--- src/rtl/brr_block_decoder.sv ---
// BRR block decoder: takes one 9-byte block per request and streams its 16
// decoded 15-bit samples, keeping two-sample filter history per channel.

module brr_sample_calc #(
  parameter int CLAMP = 1
) (
  input  logic [3:0]  nib,
  input  logic [3:0]  shift,
  input  logic [1:0]  filter,
  input  logic [14:0] p1,
  input  logic [14:0] p2,
  output logic [14:0] pcm
);
  logic signed [17:0] s, x, t1, t2, sum;
  logic signed [23:0] a, b;

  always_comb begin
    s = {{14{nib[3]}}, nib};
    a = {{9{p1[14]}}, p1};
    b = {{9{p2[14]}}, p2};
    if (shift <= 4'd12) x = (s <<< shift) >>> 1;
    else                x = nib[3] ? -18'sd2048 : 18'sd0;
    t1 = '0;
    t2 = '0;
    // each term floors on its own before the sum
    case (filter)
      2'd1: t1 = 18'((a * 24'sd15) >>> 4);
      2'd2: begin
        t1 = 18'((a * 24'sd61) >>> 5);
        t2 = 18'((b * 24'sd15) >>> 4);
      end
      2'd3: begin
        t1 = 18'((a * 24'sd115) >>> 6);
        t2 = 18'((b * 24'sd13) >>> 4);
      end
      default: ;
    endcase
    sum = x + t1 - t2;
    if (CLAMP != 0 && sum > 18'sd32767)       pcm = 15'h7fff;
    else if (CLAMP != 0 && sum < -18'sd32768) pcm = 15'h0000;
    else                                      pcm = sum[14:0];
  end
endmodule

module brr_hist_slot (
  input  logic        clk,
  input  logic        reset,
  input  logic        clr,
  input  logic        wr,
  input  logic [14:0] p1_in,
  input  logic [14:0] p2_in,
  output logic [14:0] p1,
  output logic [14:0] p2
);
  always_ff @(posedge clk or posedge reset) begin
    if (reset) begin
      p1 <= '0;
      p2 <= '0;
    end else if (clr) begin
      p1 <= '0;
      p2 <= '0;
    end else if (wr) begin
      p1 <= p1_in;
      p2 <= p2_in;
    end
  end
endmodule

module brr_block_decoder #(
  parameter int CH_NUM = 8,
  parameter int CH_W   = $clog2(CH_NUM),
  parameter int CLAMP  = 1
) (
  input  logic            clk,
  input  logic            reset,
  input  logic            blk_valid,
  output logic            blk_ready,
  input  logic [CH_W-1:0] blk_ch,
  input  logic [7:0]      blk_header,
  input  logic [63:0]     blk_data,
  input  logic            hist_clr,
  input  logic [CH_W-1:0] hist_clr_ch,
  output logic            out_valid,
  input  logic            out_ready,
  output logic [14:0]     out_pcm,
  output logic [CH_W-1:0] out_ch,
  output logic [3:0]      out_idx,
  output logic            out_last,
  output logic            out_end,
  output logic            out_loop,
  output logic            busy
);
  typedef enum logic {IDLE, DECODE} state_t;
  state_t state, state_nxt;

  logic [CH_NUM-1:0][14:0] st_p1, st_p2;
  logic [3:0]  cur_shift;
  logic [1:0]  cur_filter;
  logic        cur_loop, cur_end;
  logic [63:0] cur_data;
  logic [14:0] p1, p2;

  logic        accept, take, last_take, clr_active, clr_new;
  logic [63:0] c_data;
  logic [3:0]  c_pos, c_nib, c_shift;
  logic [1:0]  c_filter;
  logic [14:0] c_p1, c_p2, c_pcm;

  assign blk_ready  = (state == IDLE);
  assign busy       = (state == DECODE);
  assign accept     = blk_valid & blk_ready;
  assign take       = busy & out_valid & out_ready;
  assign last_take  = take & (out_idx == 4'd15);
  assign clr_active = busy & hist_clr & (hist_clr_ch == out_ch);
  assign clr_new    = hist_clr & (hist_clr_ch == blk_ch);

  // One calculator: in IDLE it sees the offered block and stored history so
  // sample 0 is registered on the accept edge; in DECODE it sees sample idx+1.
  always_comb begin
    if (busy) begin
      c_data   = cur_data;
      c_pos    = 4'd14 - out_idx;
      c_shift  = cur_shift;
      c_filter = cur_filter;
      c_p1     = p1;
      c_p2     = p2;
    end else begin
      c_data   = blk_data;
      c_pos    = 4'd15;
      c_shift  = blk_header[7:4];
      c_filter = blk_header[3:2];
      c_p1     = clr_new ? 15'd0 : st_p1[blk_ch];
      c_p2     = clr_new ? 15'd0 : st_p2[blk_ch];
    end
    c_nib = c_data[{c_pos, 2'b00} +: 4];
  end

  brr_sample_calc #(.CLAMP(CLAMP)) u_calc (
    .nib    (c_nib),
    .shift  (c_shift),
    .filter (c_filter),
    .p1     (c_p1),
    .p2     (c_p2),
    .pcm    (c_pcm)
  );

  genvar g;
  generate
    for (g = 0; g < CH_NUM; g++) begin : g_hist
      brr_hist_slot u_slot (
        .clk   (clk),
        .reset (reset),
        .clr   (hist_clr && hist_clr_ch == CH_W'(g)),
        .wr    (last_take && out_ch == CH_W'(g)),
        .p1_in (p1),
        .p2_in (p2),
        .p1    (st_p1[g]),
        .p2    (st_p2[g])
      );
    end
  endgenerate

  always_ff @(posedge clk or posedge reset) begin
    if (reset) state <= IDLE;
    else       state <= state_nxt;
  end

  always_comb begin
    state_nxt = state;
    case (state)
      IDLE:    if (blk_valid) state_nxt = DECODE;
      DECODE:  if (clr_active || last_take) state_nxt = IDLE;
      default: state_nxt = IDLE;
    endcase
  end

  always_ff @(posedge clk or posedge reset) begin
    if (reset) begin
      cur_shift  <= '0;
      cur_filter <= '0;
      cur_loop   <= 1'b0;
      cur_end    <= 1'b0;
      cur_data   <= '0;
      p1         <= '0;
      p2         <= '0;
      out_valid  <= 1'b0;
      out_pcm    <= '0;
      out_ch     <= '0;
      out_idx    <= '0;
      out_last   <= 1'b0;
      out_end    <= 1'b0;
      out_loop   <= 1'b0;
    end else if (accept) begin
      cur_shift  <= blk_header[7:4];
      cur_filter <= blk_header[3:2];
      cur_loop   <= blk_header[1];
      cur_end    <= blk_header[0];
      cur_data   <= blk_data;
      p1         <= c_pcm;
      p2         <= c_p1;
      out_valid  <= 1'b1;
      out_pcm    <= c_pcm;
      out_ch     <= blk_ch;
      out_idx    <= '0;
      out_last   <= 1'b0;
      out_end    <= 1'b0;
      out_loop   <= 1'b0;
    end else if (clr_active || last_take) begin
      // abort drops the working history; the store slot is zeroed instead
      out_valid  <= 1'b0;
      out_idx    <= '0;
      out_last   <= 1'b0;
      out_end    <= 1'b0;
      out_loop   <= 1'b0;
    end else if (take) begin
      p2         <= p1;
      p1         <= c_pcm;
      out_pcm    <= c_pcm;
      out_idx    <= out_idx + 4'd1;
      out_last   <= (out_idx == 4'd14);
      out_end    <= cur_end & (out_idx == 4'd14);
      out_loop   <= cur_loop & (out_idx == 4'd14);
    end
  end
endmodule
--- config.mk ---
export PLATFORM = sky130hd
export DESIGN_NAME = brr_block_decoder
export DESIGN_NICKNAME = d
export VERILOG_FILES = /design/src/rtl/brr_block_decoder.sv
export SDC_FILE = /design/constraint.sdc
export NUM_CORES = 1
export LEC_CHECK = 0
export CELL_PAD_IN_SITES_DETAIL_PLACEMENT = 0
export CELL_PAD_IN_SITES_GLOBAL_PLACEMENT = 1
export CORE_UTILIZATION = 40
export DETAILED_ROUTE_END_ITERATION = 16
export HOLD_SLACK_MARGIN = 0.12
export PLACE_DENSITY = 0.73
export SLEW_MARGIN = 20
export SYNTH_ARGS = -nofsm -noshare
export SYNTH_HDL_FRONTEND = slang
export SYNTH_SLANG_ARGS = --single-unit
--- constraint.sdc ---
create_clock -name clk -period 13.45 [get_ports clk]
set_input_delay 4.035 -clock clk [delete_from_list [all_inputs] [get_ports clk]]
set_output_delay 4.035 -clock clk [all_outputs]
set_load 0.1 [all_outputs]
=== Word level (Yosys, flattened, before mapping) ===
Cells that the tools add are included.

* Flip-flop bits (word level): 354
* Input bits: 83
* Output and inout bits: 28
* Word-level logic and storage cells: 181

* Add/subtract/negate cells: 4
* Multipliers: 5
* Magnitude comparators: 4
* Equality and inequality tests: 22
* Shift-type cells: 2
* Multiplexer cells: 73
* Bitwise logic cells: 10
* Reductions and logical operators: 31

{| class="wikitable"
|+ Operator list
! kind !! count
|-
| two-way mux 15 bit || 46
|-
| binary-select mux 15 bit (select 3 bit) || 2
|-
| two-way mux 64 bit || 1
|-
| variable part select 64 x 7 -> 4 bit || 1
|-
| multiplier 15 x 5 -> 20 bit, second input constant || 3
|-
| case mux 18 bit (3 select lines) || 1
|-
| two-way mux 18 bit || 2
|-
| case mux 18 bit (2 select lines) || 1
|-
| == test 3 bit, second input constant || 8
|-
| multiplier 15 x 8 -> 23 bit, second input constant || 1
|-
| multiplier 15 x 7 -> 22 bit, second input constant || 1
|-
| two-way mux 4 bit || 5
|-
| nonzero test 2 bit || 10
|-
| adder 18 bit || 1
|-
| greater-than comparator 18 x 16 -> 1 bit, second input constant || 1
|-
| < comparator 18 x 16 -> 1 bit, second input constant || 1
|-
| <<< shifter 4 x 4 -> 18 bit || 1
|-
| subtractor 18 bit || 1
|-
| logical AND 1 bit || 16
|-
| two-way mux 1 bit || 13
|-
| == test 3 x 2 -> 1 bit, second input constant || 4
|-
| AND 1 bit || 9
|-
| == test 4 bit, second input constant || 2
|-
| == test 3 x 1 -> 1 bit, second input constant || 2
|-
| 15 further kinds || 18
|}

=== Logic depth before layout (Yosys ltp) ===
Gate-level depths: netlist of run 1.

* Word-level depth: 14
* Gate-level depth with buffers: 42
* Depth with buffers taken out: 36

=== By module ===
Synthesis of run 1 repeated with hierarchy kept, for this count alone.

* Cells, all modules: 2786
* Area, all modules: 27393.8 sq um

{| class="wikitable"
|+ By module, submodules not included
! module !! instances !! cells an instance !! area each (sq um) !! sequential area each (sq um)
|-
| brr_hist_slot || 8 || 98 || 1249.9 || 750.7
|-
| brr_sample_calc || 1 || 1188 || 9683.0 || 0.0
|-
| brr_block_decoder || 1 || 814 || 7711.1 || 2852.7
|}

=== Least setup slack after synthesis of run 1 ===
Ideal clock, no wire load.

* Kind: input-to-reg
* Start: input port blk_ch[1]
* End: register p1[10]
* Library setup time: 126 ps
* Data arrival time: 12787 ps
* Required time: 13324 ps
* Setup slack: 537 ps
* Cell stages on the path: 41
* Path buffers: 6
* Cell sequence: buf_6 buf_4 buf_4 buf_4 buf_2 mux4_2 mux2i_1 nor2_1 a21oi_1 inv_1 ha_1 inv_1 fa_1 inv_1 ha_1 xnor2_1 fa_1 inv_1 [... 5 more ...] o221ai_2 a21oi_2 o21ai_1 nor3_1 nor3_1 a211oi_1 fa_1 inv_1 ha_1 o21a_1 o21ai_0 nor2b_1 a211oi_1 a311oi_1 nand2b_1 a21oi_1 clkbuf_1 a221o_1

* Word-level cells in the longest chain between the ends: 14
* Elaborated cells on any way between the ends: 26
* Those cells by class: 2 x add/sub; 5 x mul; 2 x order compare; 1 x eq/ne; 15 x mux; 1 x bitwise

{| class="wikitable"
|+ Ends and longest elaborated chain
! what !! line !! text
|-
| from (decl) || 78 || <nowiki>input logic [CH_W-1:0] blk_ch,</nowiki>
|-
| binary-select mux 15 bit (select 3 bit) / == test 3 bit (equally long branches) || 132, 115 ||
|-
| two-way mux 15 bit (implied by the code) / AND 1 bit (equally long branches) || 132, 115 ||
|-
| two-way mux 15 bit || 132 || <nowiki>c_p1 = clr_new ? 15'd0 : st_p1[blk_ch];</nowiki>
|-
| two-way mux 15 bit || 120 || <nowiki>if (busy) begin</nowiki>
|-
| multiplier 15 x 8 -> 23 bit, or another cell as far along || 33 || <nowiki>t1 = 18'((a * 24'sd115) >>> 6);</nowiki>
|-
| case mux 18 bit (3 select lines) || 26 || <nowiki>case (filter)</nowiki>
|-
| adder 18 bit || 38 || <nowiki>sum = x + t1 - t2;</nowiki>
|-
| subtractor 18 bit * || 38 ||
|-
| < comparator 18 x 16 -> 1 bit || 40 || <nowiki>else if (CLAMP != 0 && sum < -18'sd32768) pcm = 15'h0000;</nowiki>
|-
| two-way mux 15 bit || 40 ||
|-
| two-way mux 15 bit * || 39 || <nowiki>if (CLAMP != 0 && sum > 18'sd32767) pcm = 15'h7fff;</nowiki>
|-
| two-way mux 15 bit || 215 || <nowiki>end else if (take) begin</nowiki>
|-
| two-way mux 15 bit || 208 || <nowiki>end else if (clr_active || last_take) begin</nowiki>
|-
| two-way mux 15 bit * || 193 || <nowiki>end else if (accept) begin</nowiki>
|-
| to (signal assigned) || 199 || <nowiki>p1 <= c_pcm;</nowiki>
|-
| to (signal assigned) || 217 || <nowiki>p1 <= c_pcm;</nowiki>
|-
| to (decl) || 101 || <nowiki>logic [14:0] p1, p2;</nowiki>
|}

Mark *: on every way between the ends. The rest lies on a longest branch, timed or not. The select of a mux whose other input is x is not followed.
A chain may end at the register's enable or synchronous reset.

=== Final worst setup path of run 1 ===
* Start: input port hist_clr_ch[1]
* End: register p1[5]

* Word-level cells in the longest chain between the ends: 14
* Elaborated cells on any way between the ends: 27
* Those cells by class: 2 x add/sub; 5 x mul; 2 x order compare; 3 x eq/ne; 11 x mux; 2 x bitwise; 2 x reduce/logical

{| class="wikitable"
|+ Ends and longest elaborated chain
! what !! line !! text
|-
| from (decl) || 82 || <nowiki>input logic [CH_W-1:0] hist_clr_ch,</nowiki>
|-
| == test 3 bit || 115 || <nowiki>assign clr_new = hist_clr & (hist_clr_ch == blk_ch);</nowiki>
|-
| AND 1 bit || 115 ||
|-
| two-way mux 15 bit || 132 ||
|-
| two-way mux 15 bit || 120 ||
|-
| multiplier 15 x 8 -> 23 bit, or another cell as far along || 33 ||
|-
| case mux 18 bit (3 select lines) || 26 ||
|-
| adder 18 bit || 38 ||
|-
| subtractor 18 bit || 38 ||
|-
| < comparator 18 x 16 -> 1 bit || 40 ||
|-
| two-way mux 15 bit || 40 ||
|-
| two-way mux 15 bit || 39 ||
|-
| two-way mux 15 bit || 215 ||
|-
| two-way mux 15 bit || 208 ||
|-
| two-way mux 15 bit || 193 ||
|}

Several ways; a longest one is shown, not always the timed one. The select of a mux whose other input is x is not followed.

==> flow_summary.json, run 1 <==
{
  "synthesis.nets": 2885,
  "yosysMostFrequentCell": "dfrtp_1",
  "ant_nets": 0,
  "hpwlAfterDp_um": 56100,
  "path_max_fanout": 13,
  "critical-path-max-stage-delay_ns": 0.64,
  "final_nets": 2958,
  "cp-end-kind": "register",
  "cts_buffer_depth": 3,
  "synth-seq-cells": 354,
  "grt.overflow.total": 0,
  "r2r_slack_ns": 4.06,
  "cp_slowest_cell": "clkdlybuf4s50_1",
  "synth_compound_area_frac": 0.184,
  "synthToLayoutAreaGrowth_pct": 13.6,
  "htreeDepth": 2,
  "first_global_vias": 20308,
  "routed_wl_um": 78500,
  "finalSetupViolCount": 0,
  "yosys.area_share.simple": 0.0865,
  "antennaDiodeCount": 0,
  "synth-main-ff-cell": "dfrtp_1",
  "wl_per_cell_um": 22.8,
  "cts_tree": "done",
  "gp_congestion": 0.918,
  "synth_xor_area_frac": 0.0480,
  "worstPathArrival_ns": 13.22,
  "cp-startpoint": "hist_clr_ch[1]",
  "clock.fmax_mhz": 78.6,
  "synth_mux_area_frac": 0.0868,
  "endpoint": "p1[5]$_DFFE_PP0P_",
  "period_share": 0.946,
  "layout-drive-gt1-share": 0.0981,
  "clock-sinks": 354,
  "synth_edf_count": 0,
  "r2r_start": "busy$_DFF_PP0_",
  "die_y_um": 255,
  "io_pins": 111,
  "yosysWarnings": 0,
  "hp-class": "reg -> reg",
  "required_ns": 13.94,
  "fill_cells": 5931,
  "yosys.area.top_type": "dfrtp_1",
  "synthCells": 2500,
  "clockRootBuffer": "clkbuf_16",
  "rows": 92,
  "synth_area_leaders": "dfrtp_1 (35%), fa_1 (9.7%), ha_1 (8.7%), a22o_1 (8.3%), mux4_2 (5.8%)",
  "synthTopCellsByCount": "dfrtp_1 (354), nand2_1 (332), inv_1 (262), a22o_1 (243), ha_1 (178)",
  "rr_worst_depth": 33,
  "routed_via_density": 5.70,
  "drt_first_pass_iters": 5,
  "synthAdderAreaFrac": 0.184,
  "die_w_um": 255,
  "critPathKind": "in -> reg",
  "period_needed_ns": 12.72,
  "synthArstFlopShare": 1.00,
  "syn_avg_cell_area_sq_um": 10.2,
  "critical_path.top_delay_family": "compound AO/OA/AOI/OAI gates",
  "r2r_end": "p1[5]$_DFFE_PP0P_",
  "cts_made_buffers": 40,
  "ys_types": 67,
  "hold_violations": 0,
  "ctsHoldBuffers": 0,
  "hold_ws_ns": 0.469,
  "synth_top_family_by_area": "adder cells",
  "worstSetupPathDepth": 36,
  "status": "complete, no violations",
  "relSlewSlack": 0.244,
  "rsz0062_at_grt": "false",
  "start_util": 0.405,
  "crit_buf_inv": 7,
  "synth_top_area_share": 0.347,
  "vias": 19639,
  "slew_viol_final": 0,
  "cts.clk_slew.worst_paths_ns": 0.06,
  "syn-cell-area_sq_um": 25600,
  "portBuffers": 110,
  "die-area_sq_um": 64900,
  "drc": 0,
  "track_usage": 0.248,
  "seq_area_frac_synth": 0.347,
  "hold_start": "cur_data[22]$_DFFE_PP0P_",
  "core_sq_um": 63100,
  "clock_skew_ns": 0.0220,
  "antenna_found_initial": 0,
  "clock_latency_ns": 0.57,
  "grt_max_degree": 186,
  "cap_viol_max_count": 0,
  "worst_pin_slew_ns": 1.13,
  "grt_pass1_wl_um": 123000,
  "drtIter0Drc": 1501,
  "crit_path_start_kind": "input port"
}
sequential cells by signal, indices dropped and copies added, names as in the netlist, 2 cells and up:
| name | count |
|---|---|
| g_hist.u_slot.p1 | 120 |
| g_hist.u_slot.p2 | 120 |
| cur_data | 64 |
| p1 | 15 |
| p2 | 15 |
| cur_shift | 4 |
| out_idx | 4 |
| out_ch | 3 |
| cur_filter | 2 |
layout make-up:
type	instances	area, sq um	share of cell area
clock inverters	13	91.3	0.00315
clock buffers	55	1130	0.0388
multi-input cells	1728	15200	0.524
well taps	846	1060	0.0365
repair buffers	187	1690	0.0583
inverters	262	987	0.0340
flip-flops and latches	354	8860	0.305
per-stage QoR:
| step | setup TNS (ns) | util | cells | area [sq um] | worst slack (ns) |
|---|---|---|---|---|---|
| 2_1_floorplan | 0 | - | 2500 | 25600 | 0.537 |
| 3_3_place_gp | 0 | 0.441 | 3377 | 27800 | 0.0520 |
| 3_5_place_dp | -0.178 | 0.441 | 3377 | 27800 | -0.0316 |
| 4_1_cts | 0 | 0.460 | 3445 | 29000 | 0.501 |
| 5_1_grt | 0 | 0.460 | 3445 | 29000 | 0.130 |
| 6_report | 0 | 0.460 | 3445 | 29000 | 0.726 |
worst min-delay path, cell delays in order (launching register included):
cell     delay, ns
dfrtp_1       0.34
nand2_1       0.05
nand2_1       0.05
cells by family after synthesis:
logic type / after synthesis
muxes: 132
buffers and inverters: 418
AOI/OAI and AO/OA: 628
xor gates and xnor gates: 140
DFF: 354
and+or+nand+nor: 526
adders and majority gates: 302
worst min path at each step:
| stage | endpoint | slack [ns] | cells past startpoint |
|---|---|---|---|
| floorplan | cur_data[40]$_DFFE_PP0P_ | 0.44 | 2 |
| global placement | cur_data[7]$_DFFE_PP0P_ | 0.45 | 2 |
| detailed placement | cur_data[22]$_DFFE_PP0P_ | 0.46 | 2 |
| CTS | cur_data[22]$_DFFE_PP0P_ | 0.47 | 2 |
| global route | cur_data[56]$_DFFE_PP0P_ | 0.49 | 2 |
| finish | cur_data[22]$_DFFE_PP0P_ | 0.47 | 2 |
layer usage:
| layer | share of wire | vias up | global-route usage |
|---|---|---|---|
| met4 | 0.032 | 0 | 0.0787 |
| met1 | 0.44 | 10021 | 0.343 |
| met3 | 0.063 | 113 | 0.0414 |
| li1 | - | 8897 | - |
| met5 | 0 | - | 0 |
| met2 | 0.47 | 608 | 0.398 |
cells in the final DEF (no fill, tap or decap), types with 48 or more instances in the layout:
cell type        Yosys  layout
dfrtp_1            354     353
fa_1               124     124
inv_1              262     261
buf_4                4      76
ha_1               178     178
a21oi_1            100      93
nor2_1              83      77
mux2i_1             57      55
xor2_1              48      48
xnor2_1             92      92
o21ai_0             77      72
a22o_1             243     243
nand2_1            332     331
mux4_2              66      66
clkdlybuf4s50_1      0     107
repair_timing:
item,4_1_cts,5_1_grt
setup endpoints to repair,0,13
resized for setup,0,1
hold endpoints to repair,0,0
setup buffers,0,0
Power of run 1 is left out: the tool's default activity adds up to more than one toggle a clock period on the data nets, which glitch-free logic cannot reach.
==> run 2, diff against run 1 <==
--- a/config.mk
+++ b/config.mk
@@ -10,7 +10,7 @@
 export CORE_UTILIZATION = 40
 export DETAILED_ROUTE_END_ITERATION = 16
 export HOLD_SLACK_MARGIN = 0.12
-export PLACE_DENSITY = 0.73
+export PLACE_DENSITY = 0.74
 export SLEW_MARGIN = 20
 export SYNTH_ARGS = -nofsm -noshare
 export SYNTH_HDL_FRONTEND = slang
==> run 2 against run 1 <==
- register-to-register slack gained 0.29 ns
- global-route usage shrank 0.11 points
- first-iteration DRC count shrank 11%
- flip-flop and latch count is the same
- clock skew shrank 0.0059 ns
- final area grew 0.68%
- worst hold slack gained 0.00052 ns
- setup slack gained 0.12 ns
- non-clock buffer count grew 4
==> flow_summary.json, run 2 (synthesized netlist as in run 1, its figures left out) <==
{
  "drtIter0Drc": 1329,
  "finish.utilization": 0.463,
  "cts_buffer_depth": 3,
  "portBuffers": 110,
  "relSlewSlack": 0.281,
  "grt_pass1_wl_um": 122000,
  "holdPathEnd": "cur_data[6]$_DFFE_PP0P_",
  "reg_top3": "g_hist.u_slot.p1 x120, g_hist.u_slot.p2 x120, cur_data x64",
  "hold_violations": 0,
  "clock-sinks": 354,
  "slew_viol_final": 0,
  "hp-class": "reg -> reg",
  "io_pins": 111,
  "clock_latency_ns": 0.57,
  "postLayoutSetupSlackWorst_ns": 0.843,
  "hpwlAfterDp_um": 55800,
  "critical-path-max-stage-delay_ns": 0.55,
  "track_usage": 0.247,
  "ant_nets": 0,
  "clock_skew_ns": 0.0161,
  "clockRootBuffer": "clkbuf_16",
  "final_nets": 2963,
  "worstPathArrival_ns": 13.11,
  "cp-end-kind": "register",
  "start_util": 0.405,
  "core_sq_um": 63100,
  "cts_tree": "done",
  "hold_ws_ns": 0.469,
  "most-common-layout-cells": "dfrtp_1 (353), nand2_1 (331), inv_1 (261)",
  "status": "complete, no violations",
  "drt_first_pass_iters": 7,
  "gp_congestion": 0.903,
  "rr_worst_depth": 33,
  "die_y_um": 255,
  "routed_via_density": 5.70,
  "r2r_slack_ns": 4.35,
  "tns_ns": 0,
  "hold_start": "cur_data[6]$_DFFE_PP0P_",
  "crit_path_start_kind": "input port",
  "period_needed_ns": 12.61,
  "min_path_cells": 2,
  "wl_per_cell_um": 22.6,
  "die-area_sq_um": 64900,
  "grt.overflow.total": 0,
  "rows": 92,
  "finalSetupViolCount": 0,
  "worst_pin_slew_ns": 1.08,
  "routed_wl_um": 77900,
  "htreeDepth": 2,
  "path_max_fanout": 19,
  "critPathKind": "in -> reg",
  "post-cts-setup-buffers": 0,
  "vias": 19699,
  "grt_max_degree": 191,
  "layout_commonest_cell": "dfrtp_1",
  "synthToLayoutAreaGrowth_pct": 14.4,
  "clock.fmax_mhz": 79.3,
  "r2r_start": "g_hist[3].u_slot.p1[4]$_DFFE_PP0P_",
  "drc": 0,
  "antenna_found_initial": 1,
  "place_ws_ns": 0.0540,
  "layout-drive-gt1-share": 0.103,
  "die_w_um": 255,
  "cap_viol_max_count": 0,
  "required_ns": 13.95,
  "r2r_end": "p1[14]$_DFFE_PP0P_",
  "first_global_vias": 20308,
  "cts_made_buffers": 41,
  "rsz0062_at_grt": "false",
  "cts.clk_slew.worst_paths_ns": 0.06,
  "period_share": 0.937,
  "antennaDiodeCount": 0,
  "cp_slowest_cell": "fa_1"
}
run 2: cell types whose count changed in the layout (fill, tap and decap cells not counted), sizes merged:
cell | previous run | this run
clkbuf | 55 | 54
bufinv | 0 | 3
clkdlybuf4s50 | 107 | 106
clkinv | 9 | 12
clkinvlp | 3 | 2
inv | 263 | 264
buf | 80 | 85
run 2: layer usage:
layer  global-route usage  vias to the layer above  part of all wire
li1                     -                     8925                 -
met1                0.340                     9954              0.43
met2                0.402                      700              0.47
met3               0.0438                      118             0.068
met4               0.0662                        2             0.026
met5                    0                        -           0.00017
run 2: worst max-delay path by stage:
stage | cells past startpoint | startpoint | endpoint
6_report | 35 | hist_clr_ch[0] | p1[14]$_DFFE_PP0P_
5_1_grt | 35 | hist_clr_ch[0] | p1[10]$_DFFE_PP0P_
4_1_cts | 35 | hist_clr_ch[0] | p1[14]$_DFFE_PP0P_
3_5_place_dp | 35 | hist_clr_ch[0] | p1[14]$_DFFE_PP0P_
3_3_place_gp | 34 | blk_ch[1] | p1[9]$_DFFE_PP0P_
2_1_floorplan | 41 | blk_ch[1] | p1[10]$_DFFE_PP0P_
run 2: repair_timing:
action	4_1_cts	5_1_grt
resized for setup	0	1
hold buffers	0	0
setup endpoints to repair	0	13
run 2: critical path: cells and delay by family:
kind / cells / cell delay (ns)
compound gates: 17 / 4.31
xor+xnor: 4 / 0.63
fa+ha+maj: 7 / 2.69
buf+inv: 5 / 0.89
simple gates: 2 / 0.56
run 2: area by class of cell:
cell class | count | area [sq um]
Tap cell | 846 | 1060
Clock inverter | 19 | 210
Timing Repair Buffer | 191 | 1740
Clock buffer | 54 | 1170
Fill cell | 5955 | 33800
Multi-Input combinational cell | 1728 | 15200
Inverter | 262 | 987
Sequential cell | 354 | 8860
run 2: metrics by stage:
stage	cells	area, sq um
after floorplan	2500	25600
after global placement	3380	27800
after detailed placement	3380	27800
after CTS	3453	29200
after global routing	3454	29200
final	3454	29200
Power of run 2 is left out for the same reason.
